--- src/rtl/lstm_pkg.sv ---
// Shared definitions for the LSTM datapath blocks: FSM state encoding,
// default fixed-point format, accumulator guard bits and saturation limits.
package lstm_pkg;

    typedef enum logic [1:0] {
        IDLE  = 2'd0,
        ACC   = 2'd1,
        DRAIN = 2'd2,
        HOLD  = 2'd3
    } state_t;

    localparam int DEF_WIDTH  = 32;
    localparam int DEF_FRAC   = 24;
    localparam int GUARD_BITS = 8;

    // Largest positive two's complement value of the given width (zero-extended)
    function automatic logic [63:0] sat_max(input int width);
        return (64'd1 << (width - 1)) - 64'd1;
    endfunction

    // Bit pattern of the most negative two's complement value of the given width
    function automatic logic [63:0] sat_min(input int width);
        return 64'd1 << (width - 1);
    endfunction

endpackage

--- src/rtl/lstm_sat_trunc.sv ---
// Combinational clip of a wide signed value down to WIDTH bits, flagging
// whenever the value did not fit.  Shared by the MAC and gate-update stages.
module lstm_sat_trunc
    import lstm_pkg::*;
#(
    parameter int IN_W  = DEF_WIDTH + GUARD_BITS,
    parameter int WIDTH = DEF_WIDTH
) (
    input  logic [IN_W-1:0]  din,
    output logic [WIDTH-1:0] dout,
    output logic             sat
);

    localparam logic [WIDTH-1:0] MAX_V = WIDTH'(sat_max(WIDTH));
    localparam logic [WIDTH-1:0] MIN_V = WIDTH'(sat_min(WIDTH));

    // Everything from the result sign bit upward must agree for the value to fit
    logic [IN_W-WIDTH:0] upper;
    assign upper = din[IN_W-1:WIDTH-1];

    // Pass the low bits through, or clip toward the sign of the wide input
    always_comb begin
        dout = din[WIDTH-1:0];
        sat  = 1'b0;
        if (!((&upper) || !(|upper))) begin
            sat  = 1'b1;
            dout = din[IN_W-1] ? MIN_V : MAX_V;
        end
    end

endmodule

--- src/rtl/lstm_mac_accum.sv ---
// Fixed-point multiply-accumulate stage for one LSTM gate lane.
// Accepts LEN operand/weight beats, accumulates the FRAC-aligned products
// and presents the saturated dot product on a valid/ack handshake.
// Optional build macro LSTM_MAC_ROUND_EN: round each product half toward
// +inf before dropping the fractional bits (default build truncates).
module lstm_mac_accum
    import lstm_pkg::*;
#(
    parameter int WIDTH = DEF_WIDTH,
    parameter int FRAC  = DEF_FRAC,
    parameter int LEN   = 16
) (
    input  logic             clk,
    input  logic             rst,
    input  logic             i_valid,
    output logic             o_ready,
    input  logic [WIDTH-1:0] i_a,
    input  logic [WIDTH-1:0] i_w,
    output logic             o_valid,
    input  logic             i_ack,
    output logic [WIDTH-1:0] o,
    output logic             o_sat
);

    localparam int CW = $clog2(LEN) + 1;
    localparam int PW = WIDTH + FRAC;
    // Product magnitude needs 2*WIDTH-FRAC bits; guard bits cover up to 256 terms
    localparam int AW = 2 * WIDTH - FRAC + GUARD_BITS;
    localparam logic [CW-1:0] LAST_IDX = CW'(LEN - 1);

    state_t state, state_next;
    logic [CW-1:0] count;
    logic accept, first_beat, last_beat;

    logic signed [2*WIDTH-1:0] a_ext, w_ext, prod_full, prod_adj;
    logic signed [PW-1:0] prod_aligned;

    logic p_valid, p_first;
    logic signed [PW-1:0] p_prod;
    logic signed [AW-1:0] p_ext, acc, acc_next;

    logic [WIDTH-1:0] sat_val;
    logic sat_flag;

    assign accept     = i_valid && o_ready;
    assign first_beat = (count == '0);
    assign last_beat  = (count == LAST_IDX);

    assign a_ext     = (2*WIDTH)'($signed(i_a));
    assign w_ext     = (2*WIDTH)'($signed(i_w));
    assign prod_full = a_ext * w_ext;

`ifdef LSTM_MAC_ROUND_EN
    localparam logic [2*WIDTH-1:0] RND_HALF = (2*WIDTH)'(1) << (FRAC - 1);
    assign prod_adj = prod_full + $signed(RND_HALF);
`else
    assign prod_adj = prod_full;
`endif

    assign prod_aligned = PW'(prod_adj >>> FRAC);
    assign p_ext        = AW'(p_prod);
    assign acc_next     = p_first ? p_ext : acc + p_ext;

    lstm_sat_trunc #(
        .IN_W  (AW),
        .WIDTH (WIDTH)
    ) u_sat (
        .din  (acc_next),
        .dout (sat_val),
        .sat  (sat_flag)
    );

    // Handshake outputs and next state; ready never looks at i_valid
    always_comb begin
        state_next = state;
        o_ready    = 1'b0;
        o_valid    = 1'b0;
        case (state)
            IDLE: begin
                o_ready = 1'b1;
                if (i_valid) state_next = ACC;
            end
            ACC: begin
                o_ready = 1'b1;
                if (i_valid && last_beat) state_next = DRAIN;
            end
            DRAIN: begin
                state_next = HOLD;
            end
            HOLD: begin
                o_valid = 1'b1;
                o_ready = i_ack;
                if (i_ack) state_next = i_valid ? ACC : IDLE;
            end
            default: state_next = IDLE;
        endcase
    end

    // State register and element counter; counter wraps to 0 after the last beat
    always_ff @(posedge clk or posedge rst) begin
        if (rst) begin
            state <= IDLE;
            count <= '0;
        end else begin
            state <= state_next;
            if (accept) count <= last_beat ? '0 : count + CW'(1);
        end
    end

    // Stage 1: register the aligned product and whether it opens a new sum
    always_ff @(posedge clk or posedge rst) begin
        if (rst) begin
            p_valid <= 1'b0;
            p_first <= 1'b0;
            p_prod  <= '0;
        end else begin
            p_valid <= accept;
            if (accept) begin
                p_prod  <= prod_aligned;
                p_first <= first_beat;
            end
        end
    end

    // Stage 2: accumulate; the first product of a dot product loads instead of adding
    always_ff @(posedge clk or posedge rst) begin
        if (rst) begin
            acc <= '0;
        end else if (p_valid) begin
            acc <= acc_next;
        end
    end

    // Capture the clipped final sum as the last product lands, held through HOLD
    always_ff @(posedge clk or posedge rst) begin
        if (rst) begin
            o     <= '0;
            o_sat <= 1'b0;
        end else if (state == DRAIN) begin
            o     <= sat_val;
            o_sat <= sat_flag;
        end
    end

endmodule

--- config.mk ---
export PLATFORM = sky130hd
export DESIGN_NAME = lstm_mac_accum
export DESIGN_NICKNAME = d
export VERILOG_FILES = /design/src/rtl/lstm_pkg.sv /design/src/rtl/lstm_sat_trunc.sv /design/src/rtl/lstm_mac_accum.sv
export SDC_FILE = /design/constraint.sdc
export NUM_CORES = 2
export LEC_CHECK = 0
export BUFFER_PORTS_ARGS = -buffer_cell sky130_fd_sc_hd__buf_2
export CAP_MARGIN = 10
export CORE_AREA = 2 2 387 389
export DETAILED_ROUTE_END_ITERATION = 6
export DIE_AREA = 0 0 389 391
export GPL_TIMING_DRIVEN = 0
export MAX_ROUTING_LAYER = met4
export PLACE_DENSITY_LB_ADDON = 0.15
export SLEW_MARGIN = 30
export SYNTH_ARGS = -nofsm -noshare
export SYNTH_HDL_FRONTEND = slang
export SYNTH_SLANG_ARGS = --single-unit
--- constraint.sdc ---
create_clock -name clk -period 9.2 [get_ports clk]
set_input_delay 0.92 -clock clk [delete_from_list [all_inputs] [get_ports clk]]
set_output_delay 0.92 -clock clk [all_outputs]
set_load 0.05 [all_outputs]
==> out/qor.txt <==
worst hold-check path type: reg -> reg
DRT iter0 DRCs: 2701
minimum clock period after layout: 9116 ps
synth-to-layout area growth: 8.834%
Area contributors post-synth: fa_1, inv_1, and2_1
gr usage total: 24.39%
Die H: 391 microns
top_reg_cell synth: dfrtp_1
Synth Area in Adders: 55.66%
Sequential Area: 3253 sq um
final hold vios: 0
post-route setup TNS: 0 ps
# setup viols final: 0
#FFs+latches synth: 130
Die W: 389 microns
first-pass GRT wire length: 259.4 mm
root buffer cell: clkbuf_16
hold-critical path depth: 1
Final HPWL DP: 148.6 mm
Syn Std Cell Area: 44180 sq um
max_cap viols: 0
share of cells above drive strength 1: 5.423%
routed vias/inst: 4.883
die outline area: 152100 sq um
cell count of the worst reg-to-reg path: 14
highest clock rate: 109.7 MHz
CTS max path bufs: 2
CTS sink count: 130
synth unique cells: 73
Clock Skew: 14.47 ps
total global routing overflow: 0
num ports: 103
DR DRC count: 0
non-filler cells, final: 6932
CP Launch Type: input pin
fin. max-slew vios: 0
Placed Instances: 6884
Ys Warns: 0
Slew @ Worst Pin: 1120 ps
top cell type's share of synthesized area: 49.03%
RSZ-0062 raised after global routing: no
area of the multi-input gates: 36290 sq um
largest net degree at the start of global routing: 70
fin crit share: 99.09%
status: finished, final reports clean
Avg Inst Size Synth: 9.141 sq um
vias in the first global route: 36440
post-route antenna net violation count: 0
crit path DAT: 9460 ps
cell taking the most area after synthesis: fa_1
Crit path required time: 9540 ps
H-tree levels: 4
Synth Area in XOR/XNOR: 1.626%
Worst-Skew Late Latency: 440 ps
WL/cell: 25.52 microns
hold-fix buffers at CTS: 0
TritonCTS Buffers: 17
relative slew slack: 25.36%
Critical Path Sink Type: register
Compound-Gate Fraction of Synth Area: 7.120%
fin nets: 6350
Post-synth EDFFs: 0
core area: 148500 sq um
Synth Net Count: 6217
asr flop ratio synth: 100.0%
fillers: 15830
CTS clk-pin slew, worst paths: 60 ps
# port buffers: 102
register area share after synthesis: 7.364%
number of cell rows: 142
Simple-Gate Fraction of Synth Area: 17.16%
initial antenna violation count: 22
Via Count: 33850
CTS tree: done
largest family of logic cells by synthesized area: adder cells
Starting Density: 29.74%
Synth Instances: 4833
Worst Setup Path Type: in -> reg
final WL: 176.9 mm
multiplexer area fraction after synthesis: 0.5410%
1st-pass router iterations: 5
RD Place Congestion: 0.9756
worst-path fanout max: 10
[metrics by stage]
| stage | hold WS [ps] | cell area (sq um) | utilization (%) | worst slack, ps |
|---|---|---|---|---|
| 2_1_floorplan | 454.9 | 44180 | - | 874.1 |
| 3_3_place_gp | 470.6 | 47120 | 31.72 | -1534 |
| 3_5_place_dp | 474.5 | 47240 | 31.80 | -1526 |
| 4_1_cts | 487.5 | 47920 | 32.26 | 4.084 |
| 5_1_grt | 492.1 | 48070 | 32.37 | 0.05151 |
| 6_report | 481.6 | 48080 | 32.37 | 83.67 |
[worst paths after layout]
kind	endpoint	slack [ps]	from
max	p_prod[35]	80	i_w[11]
max reg2reg	o[1]	4280	p_prod[0]
min reg2reg	acc[18]	480	acc[18]
min in group asynchronous	acc[42]	490	rst
min	acc[18]	480	acc[18]
max in group asynchronous	acc[1]	7970	rst
[kinds of logic after synthesis]
logic type,count (synthesis)
buf+inv,1231
compound gates,498
xor+xnor,82
fa+ha+maj,1316
simple gates,1553
flops,130
mux,23
[state kept, by name, indices dropped and copies added, names as in the netlist]
signal   count
p_valid      1
acc         48
p_first      1
o           32
count        5
o_sat        1
state        2
p_prod      40
[cell usage in the layout (no fill, tap or decap), types with 8 or more instances in the layout]
master,Yosys,final
a211oi_1,43,41
clkbuf_2,0,70
a31oi_1,21,21
clkbuf_1,239,161
o31ai_1,8,8
clkbuf_16,0,17
nand2_1,645,645
buf_2,8,111
nor2b_1,17,17
o21ai_0,114,114
o211ai_1,21,21
o21bai_1,10,10
o21a_1,18,18
nand3_1,27,27
dfrtp_1,130,130
inv_1,972,965
diode_2,0,9
and2_1,534,534
nor4_1,10,10
mux2i_1,16,16
buf_4,0,10
xnor2_1,52,52
fa_1,1082,1079
a311oi_1,8,8
a21o_1,39,39
ha_1,234,234
nor2_1,200,200
or3_1,8,8
a21oi_1,155,155
xor2_1,30,30
nor3_1,25,25
nand4_1,35,35
nand2b_1,17,17
[cell type report]
type                    instances  share of cell area, %
inverters                     974                  7.659
plain buffers                 256                  2.303
diodes                          9                0.04684
flip-flops and latches        130                  6.766
repair buffers                115                  1.356
clock inverters                14                 0.4190
clock buffers                  18                 0.9134
multi-input cells            3472                  75.48
well taps                    1944                  5.059
[routing by layer]
metal  wire length, microns  GRT usage [%]  part of all wire (%)
met4                   4770          5.786                   2.7
met1                  79200          33.57                    45
met3                  12360          3.353                   7.0
met5                      0              -                     0
met2                  80560          38.08                    46
[repair_timing]
action                                  CTS  global route
endpoints found under the setup margin   14            11
pin swaps                                 0             1
setup buffers                             1             7
endpoints found under the hold margin     0             0
gates resized for setup                  26           109
[synthesized netlist by cell type, drive strengths merged, types with 5 or more instances]
library cell  number
nand2            645
ha               234
nor2             200
fa              1082
nand2b            17
nor3              25
or2                7
a311oi             8
buf               18
mux2               7
or3                8
mux2i             16
nand4             35
a31oi             21
clkbuf           239
xor2              30
nor2b             17
o31ai             10
and2             534
xnor2             52
nand3             27
o211ai            22
a21oi            155
inv              972
dfrtp            130
a211oi            43
o21ai            116
a21boi             5
o21a              18
a211o              6
and3               7
a21o              39
o21bai            10
nor4              10
and4               7
nor3b              5
[critical path: stages]
cell,delay (ps)
buf_2,200
clkbuf_1,660
and2_1,270
fa_1,410
inv_1,80
fa_1,460
fa_1,530
fa_1,530
fa_1,630
inv_1,90
fa_1,520
fa_1,430
fa_1,750
ha_1,360
a21oi_1,200
o21ai_0,170
nor3b_1,210
o211ai_1,260
and2_1,320
a31o_2,280
a311oi_1,490
o211ai_1,200
and3_1,200
o31ai_1,240
Power is left out: the tool's default activity adds up to more than one toggle a clock period on the data nets, which glitch-free logic cannot reach.
